### config.mk
export PLATFORM = sky130hd
export DESIGN_NAME = mainfsm_ext
export DESIGN_NICKNAME = d
export VERILOG_FILES = /design/src/rtl/mainfsm_ext.sv
export SDC_FILE = /design/constraint.sdc
export NUM_CORES = 1
export LEC_CHECK = 0
export CAP_MARGIN = 10
export CORE_UTILIZATION = 40
export DETAILED_ROUTE_END_ITERATION = 8
export GPL_ROUTABILITY_DRIVEN = 1
export PLACE_DENSITY = 0.78
export SYNTH_ARGS = -nofsm -noshare
export SYNTH_HDL_FRONTEND = slang
export SYNTH_SLANG_ARGS = --single-unit
export TNS_END_PERCENT = 50
### constraint.sdc
create_clock -name clk -period 2.05 [get_ports clk]
set_input_delay 0.3075 -clock clk [delete_from_list [all_inputs] [get_ports clk]]
set_output_delay 0.3075 -clock clk [all_outputs]
set_load 0.05 [all_outputs]
### src/rtl/mainfsm_ext.sv
// ----------------------------------------------------------------------------
// mainfsm_ext
// Main control FSM for the multicycle ARM datapath. Decodes Op/Funct into
// the per-state datapath control word, with a memory wait-state handshake
// on fetch/load/store, a multi-cycle multiply state and an
// undefined-instruction trap.
//
// Parameters
//   MUL_LAT    cycles spent in MULEX (>=1)
//   MEM_HSHK   1: honour MemReady, 0: memory always ready
//   TRAP_HALT  1: UNDEF holds until reset, 0: UNDEF lasts one cycle
//
// Ports
//   clk        clock, all state updates on the rising edge
//   reset      synchronous, active-low reset
//   Op, Funct  instruction fields instr[27:26], instr[25:20]
//   IsMul      instruction is MUL/MLA
//   MemReady   memory completes the current access this cycle
//   NextPC .. ALUOp   datapath control word
//   MulEn      multiplier active (every MULEX cycle)
//   MulStart   pulse on the first MULEX cycle
//   Undef      high while in UNDEF
//   State      current state encoding (debug)
// ----------------------------------------------------------------------------
module mainfsm_ext #(
   parameter int MUL_LAT   = 4,
   parameter bit MEM_HSHK  = 1'b1,
   parameter bit TRAP_HALT = 1'b0
) (
   input  logic       clk,
   input  logic       reset,
   input  logic [1:0] Op,
   input  logic [5:0] Funct,
   input  logic       IsMul,
   input  logic       MemReady,
   output logic       NextPC,
   output logic       Branch,
   output logic       MemW,
   output logic       RegW,
   output logic       IRWrite,
   output logic       AdrSrc,
   output logic [1:0] ResultSrc,
   output logic [1:0] ALUSrcA,
   output logic [1:0] ALUSrcB,
   output logic       ALUOp,
   output logic       MulEn,
   output logic       MulStart,
   output logic       Undef,
   output logic [3:0] State
);

   localparam int CW = $clog2(MUL_LAT + 1);
   localparam logic [CW-1:0] MUL_INIT = CW'(MUL_LAT - 1);

   typedef enum logic [3:0] {
      FETCH    = 4'd0,
      DECODE   = 4'd1,
      MEMADR   = 4'd2,
      MEMRD    = 4'd3,
      MEMWB    = 4'd4,
      MEMWR    = 4'd5,
      EXECUTER = 4'd6,
      EXECUTEI = 4'd7,
      ALUWB    = 4'd8,
      BRANCH   = 4'd9,
      MULEX    = 4'd10,
      MULWB    = 4'd11,
      UNDEF    = 4'd12
   } state_t;

   state_t        state_r;
   logic [CW-1:0] mul_cnt_r;
   logic          rdy_s;

   // Raw (ungated) enables; reset masking is applied at the output ports.
   logic          nextpc_s;
   logic          branch_s;
   logic          memw_s;
   logic          regw_s;
   logic          irwrite_s;

   // Only Funct[5] and Funct[0] steer the FSM; the rest belongs to the ALU decoder.
   logic          unused_funct_s;
   assign unused_funct_s = &{1'b0, Funct[4:1]};

   // Without the handshake the memory is treated as always ready.
   assign rdy_s = MEM_HSHK ? MemReady : 1'b1;

   // State register and multiply latency counter.
   always_ff @(posedge clk) begin
      if (!reset) begin
         state_r   <= FETCH;
         mul_cnt_r <= {CW{1'b0}};
      end else begin
         case (state_r)
            FETCH: begin
               if (rdy_s) state_r <= DECODE;
               else       state_r <= FETCH;
            end
            DECODE: begin
               case (Op)
                  2'b00: begin
                     // IsMul outranks the immediate bit.
                     if (IsMul) begin
                        state_r   <= MULEX;
                        mul_cnt_r <= MUL_INIT;
                     end else if (Funct[5]) begin
                        state_r <= EXECUTEI;
                     end else begin
                        state_r <= EXECUTER;
                     end
                  end
                  2'b01:   state_r <= MEMADR;
                  2'b10:   state_r <= BRANCH;
                  default: state_r <= UNDEF;
               endcase
            end
            MEMADR: begin
               if (Funct[0]) state_r <= MEMRD;
               else          state_r <= MEMWR;
            end
            MEMRD: begin
               if (rdy_s) state_r <= MEMWB;
               else       state_r <= MEMRD;
            end
            MEMWB:    state_r <= FETCH;
            MEMWR: begin
               if (rdy_s) state_r <= FETCH;
               else       state_r <= MEMWR;
            end
            EXECUTER: state_r <= ALUWB;
            EXECUTEI: state_r <= ALUWB;
            ALUWB:    state_r <= FETCH;
            BRANCH:   state_r <= FETCH;
            MULEX: begin
               // Loaded with MUL_LAT-1, so exit at zero gives exactly MUL_LAT cycles.
               if (mul_cnt_r == {CW{1'b0}}) begin
                  state_r <= MULWB;
               end else begin
                  mul_cnt_r <= mul_cnt_r - CW'(1);
               end
            end
            MULWB:    state_r <= FETCH;
            UNDEF: begin
               if (TRAP_HALT) state_r <= UNDEF;
               else           state_r <= FETCH;
            end
            default:  state_r <= FETCH;
         endcase
      end
   end

   // Moore decode of the control word from the state register.
   always_comb begin
      nextpc_s  = 1'b0;
      branch_s  = 1'b0;
      memw_s    = 1'b0;
      regw_s    = 1'b0;
      irwrite_s = 1'b0;
      AdrSrc    = 1'b0;
      ResultSrc = 2'b00;
      ALUSrcA   = 2'b00;
      ALUSrcB   = 2'b00;
      ALUOp     = 1'b0;
      MulEn     = 1'b0;
      MulStart  = 1'b0;
      Undef     = 1'b0;
      case (state_r)
         FETCH: begin
            nextpc_s  = rdy_s;
            irwrite_s = rdy_s;
            ResultSrc = 2'b10;
            ALUSrcA   = 2'b01;
            ALUSrcB   = 2'b10;
         end
         DECODE: begin
            ResultSrc = 2'b10;
            ALUSrcA   = 2'b01;
            ALUSrcB   = 2'b10;
         end
         MEMADR: begin
            ResultSrc = 2'b10;
            ALUSrcB   = 2'b01;
         end
         MEMRD: AdrSrc = 1'b1;
         MEMWB: begin
            regw_s    = 1'b1;
            ResultSrc = 2'b01;
         end
         MEMWR: begin
            memw_s = 1'b1;
            AdrSrc = 1'b1;
         end
         EXECUTER: ALUOp = 1'b1;
         EXECUTEI: begin
            ALUSrcB = 2'b01;
            ALUOp   = 1'b1;
         end
         ALUWB: begin
            regw_s    = 1'b1;
            ResultSrc = 2'b00;
         end
         BRANCH: begin
            branch_s  = 1'b1;
            ResultSrc = 2'b10;
            ALUSrcB   = 2'b01;
         end
         MULEX: begin
            MulEn    = 1'b1;
            // Counter still holds its load value only on the entry cycle.
            MulStart = (mul_cnt_r == MUL_INIT);
         end
         MULWB: begin
            regw_s    = 1'b1;
            ResultSrc = 2'b11;
         end
         UNDEF:   Undef = 1'b1;
         default: Undef = 1'b0;
      endcase
   end

   // Write enables are masked immediately while reset is held low.
   assign NextPC  = nextpc_s  & reset;
   assign Branch  = branch_s  & reset;
   assign MemW    = memw_s    & reset;
   assign RegW    = regw_s    & reset;
   assign IRWrite = irwrite_s & reset;
   assign State   = state_r;

endmodule

## Yosys cells after proc, flatten, opt, wreduce, memory -nomap -nowiden

Cells that the tools add are included.
W data, S select, Z words.

| word-level totals | value |
|---|---|
| output and inout bits | 20 |
| register bits | 7 |

| operators by class | value |
|---|---|
| eq/ne operators | 19 |
| bitwise logic cells | 4 |
| add/sub/neg operators | 1 |
| reductions and logical operators | 11 |
| muxes and demuxes | 25 |

Operators with widths:

| kind | number |
|---|---|
| $pmux W4 S7 | 1 |
| $eq A4 B4 Y1 const B | 5 |
| $mux W3 | 6 |
| $eq A4 B3 Y1 const B | 4 |
| $mux W1 | 12 |
| $pmux W4 S3 | 1 |
| $eq A4 B2 Y1 const B | 2 |
| $mux W4 | 2 |
| $ne A2 B2 Y1 const B | 3 |
| $pmux W2 S3 | 1 |
| $pmux W3 S2 | 1 |
| $reduce_or A2 Y1 | 3 |
| $reduce_or A3 Y1 | 2 |
| $and A1 B1 Y1 | 4 |
| $eq A4 B1 Y1 const B | 1 |
| $logic_not A4 Y1 | 1 |
| $pmux W2 S2 | 1 |
| $reduce_and A4 Y1 | 1 |
| $reduce_or A4 Y1 | 1 |
| $eq A3 B2 Y1 const B | 1 |
| $logic_not A3 Y1 | 1 |
| $sub A3 B1 Y3 const B | 1 |
| $eq A2 B1 Y1 const B | 1 |
| $eq A2 B2 Y1 const B | 1 |
| 3 further kinds | 3 |

## Logic depth before layout (Yosys ltp)

| logic depth | value |
|---|---|
| depth after elaboration | 4 |
| gate-level depth with buffers | 7 |
| mapped depth without buffers | 7 |

## Worst setup path before layout

OpenSTA, ideal clock, no wires.

| path | value |
|---|---|
| path type | register -> output |
| from | reg state_r[3] (netlist: State[3]) |
| to | out NextPC |
| arrival | 2.936 ns |
| path buffers | 3 |
| stages on the path, launching flop included | 6 |
| path slack | -1.193 ns |
| data required time | 1.742 ns |
| cell sequence | dfxtp_1 buf_2 buf_1 nor3_1 and4_1 buf_4 |

| on the way | value |
|---|---|
| cells in the longest elaborated chain, start to end | 3 |

RTL lines:

| element | RTL line | text |
|---|---|---|
| start, declared | 71 | `state_t state_r;` |
| start signal, assigned | 92 | `state_r <= FETCH;` |
| start signal, assigned | 97 | `if (rdy_s) state_r <= DECODE;` |
| start signal, assigned | 98 | `else state_r <= FETCH;` |
| $logic_not A4 Y1 | - |  |
| $mux W1 | - |  |
| $and A1 B1 Y1 | - |  |
| end, declared | 36 | `output logic NextPC,` |

No other way between the ends.

## Final worst setup path

| path | value |
|---|---|
| from | reg state_r[1] (netlist: State[1]) |
| to | out MulStart |

| on the way | value |
|---|---|
| cells in the longest elaborated chain, start to end | 2 |

RTL lines:

| element | RTL line | text |
|---|---|---|
| $eq A4 B4 Y1 | 168 | `case (state_r)` |
| $mux W1 | 168 |  |
| end, declared | 47 | `output logic MulStart,` |

No other way between the ends.

==> reports/metrics.cfg <==
[run_status]
run_status = finished clean

[global_route]
grt_antenna_before_repair = 0
grt_pass1_wl_mm = 3.14
vias_in_the_first_global_route = 699
maximum_number_of_pins_on_one_net_before_global_route_repair = 20
grt_remaining_overflow = 0
grt_use_total_pct = 22.0

[layout]
syn2layout_area_growth_pct = 68.8
drive_above_1_share_pct = 35.0
utilization_pct = 75.2
insertedDiodeCount = 0
fin_nets = 133

[setup_path]
startpoint = State[1]
r2r_cells = 4
worst-path-stages = 5
timing.critical_path.to_type = primary output
critical_path_arrival_ns = 1.67
timing.critical_path.max_delay_family = buffers and inverters
path_class = reg2out
cp_cell_sequence = buf_4 > nand4bb_1 > inv_2 > and3_1 > buf_12
crit_buf_inv = 3
setup.worst_path.start_class = flip-flop
r2r-end = mul_cnt_r[2]
cp.required_ns = 1.74
reg2reg_slack_ns = 0.34
worst_path_largest_cell_delay_ns = 0.40
worst_path_max_delay_cell = sky130_fd_sc_hd__dfxtp_2
critical_path.endpoint = MulStart
critical_path.reg2reg.startpoint = State[0]
critical_path.max_fanout = 7

[yosys]
synth_commonest_cells = 7 x sky130_fd_sc_hd__dfxtp_1, 7 x sky130_fd_sc_hd__inv_1, 6 x sky130_fd_sc_hd__a21oi_1, 6 x sky130_fd_sc_hd__nand2_1
synth_top_cells_by_area = sky130_fd_sc_hd__dfxtp_1 20%, sky130_fd_sc_hd__ha_1 5.3%, sky130_fd_sc_hd__nand2b_1 4.5%
yosys_register_bits = 7
synthFlopType = sky130_fd_sc_hd__dfxtp_1
postSynthNetCount = 107
synth_top_area_share_pct = 20.0
synth_enable_flop_cells = 0
yosys_warnings = 0
async_sr_flop_fraction_pct = 0
postSynthAreaPerCell_um2 = 7.63
postSynthCellCount = 92
synth_area_leader_cell = sky130_fd_sc_hd__dfxtp_1
ys_seq_area_share_pct = 20.0
netlist-cell-type-count = 46
mappedNetlistArea_um2 = 702

[routing]
drt_iter0_markers = 13
route.detailed.wl_per_inst_um = 14.3
number_of_iterations_in_the_first_detailed_routing_pass = 4
postRouteWirelength_mm = 1.90
postRouteAntennaNets = 0
drt_drc_violations_left = 0
vias = 763
vias_per_cell = 5.74

[hold_path]
worst_hold_path_type = reg2reg

[timing]
grt_setup_unrepaired = false
period_utilisation_layout_pct = 96.3
fin_clk_skew_ns = 0.0174
final-hold-violation-count = 0
finalSetupViolCount = 0
timing.fmax_mhz = 507
final_report_max_slew_violation_count = 0
final.min_clock_period_ns = 1.97

[pwr]
power.density_nw_per_um2 = 528
post-layout-total-power_mw = 0.626
pleak_nw = 0.509
peakVddDrop_mv = 0.379

[cts]
cts-root-to-sink-buffers = 2
clk_root_buffer_cell = sky130_fd_sc_hd__clkbuf_4
post_cts.repair.setup_buffers = 0
tritoncts = built
cts_hold_repair.buffers = 0
htree_num_levels = 1
clock_insertion_delay_worst_skew_ns = 0.28
numCtsBuffers = 3
cts.clk_slew.worst_paths_ns = 0.07
tritoncts_sink_count = 7

[die]
effective_utilization_at_floorplan_pct = 44.5
core_area_um2 = 1580
chipHeight_um = 43.9
num_io_pins = 32
die-area_um2 = 1930
fp.dieW_um = 43.9
core.rowCount = 14

[job]
cap_viol_max_count = 0

[place]
io_buffer_count = 26
detailedPlacementHpwl_mm = 1.40
gpl.final_weighted_congestion = 0.795

[metal layers]
metal | share of wire [%] | routed length [um] | global-route usage [%]
met5 | 0 | 0 | 0
met2 | 50 | 956 | 36.1
met3 | 5.2 | 98 | 7.50
met4 | 1.1 | 21 | 7.27
met1 | 43 | 825 | 26.8
[cells by family after synthesis]
| family | count (synthesis) | synth area share, % |
|---|---|---|
| DFF | 7 | 20.0 |
| buffers and inverters | 16 | 11.1 |
| AOI/OAI and AO/OA | 23 | 24.1 |
| other | 1 | 0.534 |
| adders and majority gates | 3 | 5.35 |
| and+or+nand+nor | 38 | 33.7 |
| xor gates and xnor gates | 2 | 2.50 |
| muxes | 2 | 2.85 |
[report_power, final]
part | internal [mW] | switching [mW]
Clock | 0.0721 | 0.0669
Combinational | 0.139 | 0.172
Sequential | 0.144 | 0.0320
[repair_timing]
item,4_1_cts,5_1_grt
setup endpoints to repair,1,2
pin swaps,0,0
endpoints found under the hold margin,0,0
resized for setup,2,2
[worst reg2reg max path, cell delays in order, from the launching register on]
cell	delay (ns)
sky130_fd_sc_hd__dfxtp_2	0.52
sky130_fd_sc_hd__or4b_4	0.54
sky130_fd_sc_hd__o22ai_2	0.24
sky130_fd_sc_hd__nor3b_2	0.22
sky130_fd_sc_hd__o21a_1	0.12
[state kept, by name (all words and copies together) (netlist names)]
signal	flops
State	4
mul_cnt_r	3
[worst min path at each step]
stage                      start      endpoint  slack [ns]  depth (start not counted)
finish              mul_cnt_r[1]  mul_cnt_r[1]        0.54                          1
global route        mul_cnt_r[1]  mul_cnt_r[1]        0.57                          1
CTS                 mul_cnt_r[1]  mul_cnt_r[1]        0.54                          1
detailed placement  mul_cnt_r[1]  mul_cnt_r[1]        0.52                          1
global placement    mul_cnt_r[1]  mul_cnt_r[1]        0.51                          1
floorplan                  reset  mul_cnt_r[2]        0.43                          1
[placed cells by master (no fill, tap or decap), types with 3 or more instances in the layout]
| cell type | instances |
|---|---|
| sky130_fd_sc_hd__a21oi_1 | 6 |
| sky130_fd_sc_hd__and3_1 | 3 |
| sky130_fd_sc_hd__buf_12 | 13 |
| sky130_fd_sc_hd__buf_4 | 8 |
| sky130_fd_sc_hd__clkbuf_4 | 3 |
| sky130_fd_sc_hd__clkdlybuf4s50_1 | 8 |
| sky130_fd_sc_hd__dfxtp_1 | 3 |
| sky130_fd_sc_hd__ha_1 | 3 |
| sky130_fd_sc_hd__inv_1 | 6 |
| sky130_fd_sc_hd__nand2_1 | 6 |
| sky130_fd_sc_hd__nand2b_1 | 5 |
| sky130_fd_sc_hd__nor2_1 | 5 |
| sky130_fd_sc_hd__nor2b_1 | 3 |
[area by class of cell]
| type | count | area, um2 |
|---|---|---|
| well taps | 16 | 20.0 |
| clock buffers | 3 | 22.5 |
| inverters | 8 | 30.0 |
| flip-flops and latches | 7 | 150 |
| clock inverters | 1 | 5.00 |
| fillers | 119 | 392 |
| repair buffers | 29 | 400 |
| multi-input cells | 69 | 557 |
[metrics by stage]
step                cell area (um2)  std cells  hold WS [ns]  setup slack (ns)  TNS [ns]
floorplan                       779         92         0.425            -0.307     -1.08
global placement               1150        129         0.508             0.212         0
detailed placement             1150        129         0.525             0.163         0
CTS                            1180        133         0.539            0.0149         0
global route                   1180        133         0.567            0.0216         0
finish                         1180        133         0.538            0.0766         0
Power figures use the tool's default switching activity.
